**config.mk**
```make
export PLATFORM = sky130hd
export DESIGN_NAME = div_seq
export DESIGN_NICKNAME = d
export VERILOG_FILES = /design/src/rtl/alu_pkg.sv /design/src/rtl/div_trial_sub.sv /design/src/rtl/div_seq.sv
export SDC_FILE = /design/constraint.sdc
export NUM_CORES = 1
export LEC_CHECK = 0
export ABC_AREA = 0
export ABC_CLOCK_PERIOD_IN_PS = 6850
export BUFFER_PORTS_ARGS = -buffer_cell sky130_fd_sc_hd__buf_2
export CAP_MARGIN = 0
export CORE_MARGIN = 5
export CORE_UTILIZATION = 25
export CTS_BUF_LIST = sky130_fd_sc_hd__clkbuf_2 sky130_fd_sc_hd__clkbuf_4 sky130_fd_sc_hd__clkbuf_8
export CTS_CLUSTER_SIZE = 8
export DETAILED_ROUTE_END_ITERATION = 10
export PLACE_DENSITY_LB_ADDON = 0.1
export REMOVE_ABC_BUFFERS = 1
export SYNTH_ARGS = -nofsm -noshare
export SYNTH_HDL_FRONTEND = slang
export SYNTH_SLANG_ARGS = --single-unit
```
**constraint.sdc**
```tcl
create_clock -name clk -period 6.85 [get_ports clk]
set_input_delay 0.3425 -clock clk [delete_from_list [all_inputs] [get_ports clk]]
set_output_delay 0.3425 -clock clk [all_outputs]
set_load 0.02 [all_outputs]
```
**src/rtl/alu_pkg.sv**
```systemverilog
// Shared ALU definitions: divider state encoding, counter sizing and
// the divide-by-zero quotient constant.
package alu_pkg;

  typedef enum logic [1:0] {
    S_IDLE = 2'd0,
    S_RUN  = 2'd1,
    S_FIX  = 2'd2,
    S_DONE = 2'd3
  } div_state_e;

  localparam int DIV_WIDTH_DEF = 32;

  // Bit counter must hold the value WIDTH itself.
  function automatic int div_cnt_w(input int width);
    return $clog2(width + 1);
  endfunction

  localparam int DIV_CNT_W = $clog2(DIV_WIDTH_DEF + 1);

  // All-ones quotient returned on divide-by-zero; sliced to WIDTH (<= 64).
  localparam logic [63:0] DIV_DBZ_QUO = '1;

endpackage

```
**src/rtl/div_trial_sub.sv**
```systemverilog
// Combinational N-bit subtractor (a + ~b + 1) built from 4-bit
// carry-lookahead groups with a group-level carry lookahead.
// neg_o is the borrow out, i.e. a < b treating both as unsigned.
module div_trial_sub #(
  parameter int N = 33
) (
  input  logic [N-1:0] a_i,
  input  logic [N-1:0] b_i,
  output logic [N-1:0] diff_o,
  output logic         neg_o
);

  // Operands are zero-extended to whole groups; the borrow is unaffected.
  localparam int NG = (N + 3) / 4;
  localparam int NP = NG * 4;

  logic [NP-1:0] a_p, bn_p, g, p, c, s;
  logic [NG-1:0] gg, pp;
  logic [NG:0]   gc;
  logic [NP-1:0] unused_s;

  assign a_p  = NP'(a_i);
  assign bn_p = ~(NP'(b_i));

  // Bit generate/propagate, group lookahead, then in-group carries.
  always_comb begin
    g     = a_p & bn_p;
    p     = a_p ^ bn_p;
    c     = '0;
    gg    = '0;
    pp    = '0;
    gc    = '0;
    gc[0] = 1'b1;
    for (int k = 0; k < NG; k++) begin
      gg[k] = g[4*k+3]
            | (p[4*k+3] & g[4*k+2])
            | (p[4*k+3] & p[4*k+2] & g[4*k+1])
            | (p[4*k+3] & p[4*k+2] & p[4*k+1] & g[4*k]);
      pp[k] = &p[4*k +: 4];
      gc[k+1] = gg[k] | (pp[k] & gc[k]);
      c[4*k]   = gc[k];
      c[4*k+1] = g[4*k] | (p[4*k] & gc[k]);
      c[4*k+2] = g[4*k+1] | (p[4*k+1] & g[4*k]) | (p[4*k+1] & p[4*k] & gc[k]);
      c[4*k+3] = g[4*k+2] | (p[4*k+2] & g[4*k+1])
               | (p[4*k+2] & p[4*k+1] & g[4*k])
               | (p[4*k+2] & p[4*k+1] & p[4*k] & gc[k]);
    end
  end

  assign s        = p ^ c;
  assign unused_s = s;
  assign diff_o   = s[N-1:0];
  assign neg_o    = ~gc[NG];

endmodule

```
**src/rtl/div_seq.sv**
```systemverilog
// Iterative radix-2 restoring divider: one quotient bit per cycle on
// operand magnitudes, sign fix-up at the end, results held until the
// next accepted start.
module div_seq
  import alu_pkg::*;
#(
  parameter int WIDTH = 32
) (
  input  logic             clk,
  input  logic             rst_n,
  input  logic             start,
  input  logic             is_signed,
  input  logic [WIDTH-1:0] dividend,
  input  logic [WIDTH-1:0] divisor,
  output logic             busy,
  output logic             done,
  output logic [WIDTH-1:0] quotient,
  output logic [WIDTH-1:0] remainder,
  output logic             div_by_zero
);

  localparam int CNT_W = div_cnt_w(WIDTH);

  div_state_e       state_q, state_d;
  logic [CNT_W-1:0] cnt_q, cnt_d;
  logic [WIDTH-1:0] rem_q, rem_d, quo_q, quo_d, dmag_q, dmag_d;
  logic             qneg_q, qneg_d, rneg_q, rneg_d;
  logic [WIDTH-1:0] quot_q, quot_d, remr_q, remr_d;
  logic             dbz_q, dbz_d;

  logic             dvd_neg, dvs_neg;
  logic [WIDTH-1:0] dvd_mag, dvs_mag;
  logic [WIDTH:0]   partial, trial;
  logic             trial_neg;
  logic             unused_trial_msb;

  assign dvd_neg = is_signed & dividend[WIDTH-1];
  assign dvs_neg = is_signed & divisor[WIDTH-1];
  assign dvd_mag = dvd_neg ? -dividend : dividend;
  assign dvs_mag = dvs_neg ? -divisor  : divisor;

  // Shifted partial remainder picks up the next dividend bit from quo MSB.
  assign partial = {rem_q, quo_q[WIDTH-1]};

  div_trial_sub #(.N(WIDTH + 1)) u_sub (
    .a_i    (partial),
    .b_i    ({1'b0, dmag_q}),
    .diff_o (trial),
    .neg_o  (trial_neg)
  );

  // Trial difference is below the divisor whenever it is kept, so its MSB is 0.
  assign unused_trial_msb = trial[WIDTH];

  // Next-state and datapath updates; everything holds unless a state acts.
  always_comb begin
    state_d = state_q;
    cnt_d   = cnt_q;
    rem_d   = rem_q;
    quo_d   = quo_q;
    dmag_d  = dmag_q;
    qneg_d  = qneg_q;
    rneg_d  = rneg_q;
    quot_d  = quot_q;
    remr_d  = remr_q;
    dbz_d   = dbz_q;
    case (state_q)
      S_IDLE: begin
        if (start) begin
          qneg_d = dvd_neg ^ dvs_neg;
          rneg_d = dvd_neg;
          dmag_d = dvs_mag;
          quo_d  = dvd_mag;
          rem_d  = '0;
          cnt_d  = CNT_W'(WIDTH);
          if (divisor == '0) begin
            quot_d  = DIV_DBZ_QUO[WIDTH-1:0];
            remr_d  = dividend;
            dbz_d   = 1'b1;
            state_d = S_DONE;
          end else begin
            state_d = S_RUN;
          end
        end
      end
      S_RUN: begin
        if (!trial_neg) begin
          rem_d = trial[WIDTH-1:0];
          quo_d = {quo_q[WIDTH-2:0], 1'b1};
        end else begin
          rem_d = partial[WIDTH-1:0];
          quo_d = {quo_q[WIDTH-2:0], 1'b0};
        end
        cnt_d = cnt_q - CNT_W'(1);
        if (cnt_q == CNT_W'(1)) state_d = S_FIX;
      end
      S_FIX: begin
        quot_d  = qneg_q ? -quo_q : quo_q;
        remr_d  = rneg_q ? -rem_q : rem_q;
        dbz_d   = 1'b0;
        state_d = S_DONE;
      end
      S_DONE: begin
        state_d = S_IDLE;
      end
      default: begin
        state_d = S_IDLE;
      end
    endcase
  end

  // Control state and visible results; reset aborts any run in progress.
  always_ff @(posedge clk or negedge rst_n) begin
    if (!rst_n) begin
      state_q <= S_IDLE;
      quot_q  <= '0;
      remr_q  <= '0;
      dbz_q   <= 1'b0;
    end else begin
      state_q <= state_d;
      quot_q  <= quot_d;
      remr_q  <= remr_d;
      dbz_q   <= dbz_d;
    end
  end

  // Working registers are always loaded before use, so they carry no reset.
  always_ff @(posedge clk) begin
    cnt_q  <= cnt_d;
    rem_q  <= rem_d;
    quo_q  <= quo_d;
    dmag_q <= dmag_d;
    qneg_q <= qneg_d;
    rneg_q <= rneg_d;
  end

  assign busy        = (state_q == S_RUN) || (state_q == S_FIX);
  assign done        = (state_q == S_DONE);
  assign quotient    = quot_q;
  assign remainder   = remr_q;
  assign div_by_zero = dbz_q;

endmodule

```
==> results.md <==
* Status: finished, violations left
* Failing checks: negative hold slack
* Area of the multi-input gates at 5746 um2
* Synth top area cells: edfxtp_1, dfrtp_1, xnor2_1
* RSZ-0062 raised after global routing: no
* Area growth from synthesis to layout at 15.60%
* Layout cell share with drive strength beyond 1 at 0.1504
* DR WL/cell at 18.77 um
* Leakage at 4.876 nW
* Initial antenna violation count at 1
* GRT Util Overall at 0.1483
* CTS tree: done
* Total vias in the final route at around 8900
* # diodes at 0
* Avg Cell Area, Syn at around 9.3 um2
* Top-count cell post-synth: o21ai_0
* Final Max Slew Viols at 0
* Peak supply drop at 0.1573 mV
* FFs w/ async S/R, synth at 0.3918
* Clock latency on the worst-skew pair at slightly below 0.5 ns
* Fin Hold WS at -0.01738 ns
* Die Y at 220.2 um
* Clk buf depth at 2
* H-tree levels at 4
* Endpoints failing hold at 21
* Overall power at 0.006215 W
* Slowest CP cell: nand2_1
* Worst Hold Class: input port to asynchronous set/reset pin
* Fin crit share at 0.5660
* Number of max-cap violations at 0
* Synthesized area at approximately 11000 um2
* Vias in the first global route at 8951
* Final setup vio count at 0
* Fillers at 4795
* CP cell instances: inv_1, ha_1, nand2_1, nor4_2, buf_4, a21o_2, buf_4, nand2_1, o22ai_1, a21oi_1
* Detailed Place HPWL at roughly 27000 um
* Initial drt markers at ~540
* Core Box Area at 43930 um2
* Relative slew margins at 0.3292
* Slew @ Worst Pin at 1.006 ns
* Post-CTS Setup Repair Bufs at 0
* Top cells by count, synth: o21ai_0, nand2_1, edfxtp_1, xnor2_1, a21oi_1
* Seq cells post-synth at 171
* Die area at ~49000 um2
* Largest net degree at the start of global routing at 76
* Final #Nets at 1415
* Hold Buf Count CTS at 0
* Yosys top cell area share at 0.2826
* CTS resizes at 0
* Yosys top cell by area: edfxtp_1
* Routability Congestion at a little under 0.8
* Via count normalized by instance count at approximately 4.7
* Register area at around 4800 um2
* Levels on crit path at 10
* CP required at roughly 7.2 ns
* DRT antenna net count at 0
* Layout Utilization at 0.2908
* Minimum clock period at just under 4 ns
* Number of synthesized flops with an enable pin at 104
* Worst EP arrival at 4.23 ns
* Initial core utilization at 0.2515
* Clock skew at 0.01832 ns
* Reg clk slew, reported paths at approximately 0.1 ns
* Worst Path Max Fanout at 57
* Post-synthesis cell count at 1190
* PwrDens at 486.5 nW/um2
* Seq/Total Area, Yosys at 0.4343
* Worst path buffer plus inverter count at 3
* Num rows at 77
* Die W at roughly 220 um
* CTS Buf Count at 17
* R2R depth at 10
* Main synth FF type: edfxtp_1
* Crit-path leading delay family: simple AND/OR/NAND/NOR gates
* Fmax at 257.9 MHz
* Drc violations at 0
* CP max stage delay at 0.59 ns
* Netlist cell types at 63
* Grt ovf at 0
* Port bufs at ~130
* Clk sinks at 171
* 1st-pass router iterations at 5
* Synth Warn # at 0
* Root Buffer: clkbuf_8
* Crit Path Class: flop to flop
* Crit path launch type: flop
* # IOs at between 100 and 150
* Critical path endpoint category: flop
* First-pass GRT wire length at 55200 um
* WL final at 35700 um
cells in the final DEF (no fill, tap or decap), types with 3 or more instances in the layout:
master,count
clkbuf_4,4
o22a_1,12
and3_1,4
nor2b_1,6
o211ai_1,6
nor3b_1,3
inv_1,73
nand2_1,124
and2_1,8
xnor2_1,88
xor2_1,54
a211o_1,3
mux2i_1,9
nand3_1,26
or4_4,3
nand2b_1,5
nor3_1,29
a211oi_1,6
nand4_1,3
a31oi_1,24
o31ai_1,25
bufinv_16,3
ha_1,41
nor2_1,78
buf_4,14
o21a_1,16
or4_1,12
buf_2,133
fa_1,7
or3_1,12
nor4_1,10
a21oi_1,83
or2_2,3
clkbuf_8,22
o41ai_1,14
o22ai_1,9
dfrtp_1,67
edfxtp_1,104
o21ai_0,131
per-stage QoR:
stage,TNS [ns],instances,setup WS [ns],cell area [um2]
5_1_grt,0,1902,2.598,12770
3_3_place_gp,0,1870,2.724,12330
6_report,0,1902,2.973,12770
4_1_cts,0,1902,2.913,12770
3_5_place_dp,0,1870,2.647,12330
2_1_floorplan,-88.93,1131,-1.270,10780
path summary, 6_finish.rpt:
check                      slack, ns                      from                         to
setup / recovery                2.97    state_q[1]$_DFFE_PN0P_  remainder[28]$_DFFE_PN0P_
hold / removal                 -0.02                     rst_n     state_q[1]$_DFFE_PN0P_
setup reg to reg                2.97    state_q[1]$_DFFE_PN0P_  remainder[28]$_DFFE_PN0P_
hold reg to reg                 0.46  remainder[6]$_DFFE_PN0P_   remainder[6]$_DFFE_PN0P_
max in group asynchronous       6.24                     rst_n    quotient[4]$_DFFE_PN0P_
min in group clk                0.06                divisor[0]        dmag_q[0]$_DFFE_PP_
per-layer routing:
layer / GRT usage / wire, um
met5: 0 / 13
met3: 0.02271 / 1239
met4: 0.04473 / 728
met2: 0.2469 / 16730
met1: 0.1998 / 16990
cell families after synthesis:
logic type / share of synthesized area
AND/OR/NAND/NOR: 0.1440
AO/OA/AOI/OAI: 0.1887
flip-flops: 0.4343
XOR/XNOR: 0.1125
multiplexers: 0.009171
adder cells (fa/ha/maj): 0.06137
buffers and inverters: 0.04982
layout make-up:
| type | instances | area share |
|---|---|---|
| Sequential cell | 171 | 0.3757 |
| Tap cell | 592 | 0.05798 |
| Inverter | 74 | 0.02174 |
| Timing Repair Buffer | 147 | 0.06033 |
| Clock buffer | 26 | 0.02605 |
| Clock inverter | 6 | 0.008423 |
| Multi-Input combinational cell | 886 | 0.4498 |
flip-flops by register name (all words and copies together) (netlist names), 2 cells and up:
signal and count:
cnt_q 6, dmag_q 32, quo_q 32, quotient 32, rem_q 32, remainder 32
state_q 2
where the power goes:
part / internal, W / switching, W / leakage [nW]
combinational: 0.00116 / 0.00199 / 2.91
sequential: 0.00173 / 0.000515 / 1.73
clock: 0.000426 / 0.000395 / 0.232
total: 0.00331 / 0.00290 / 4.88
No activity file was read; power rests on OpenSTA's default activity.
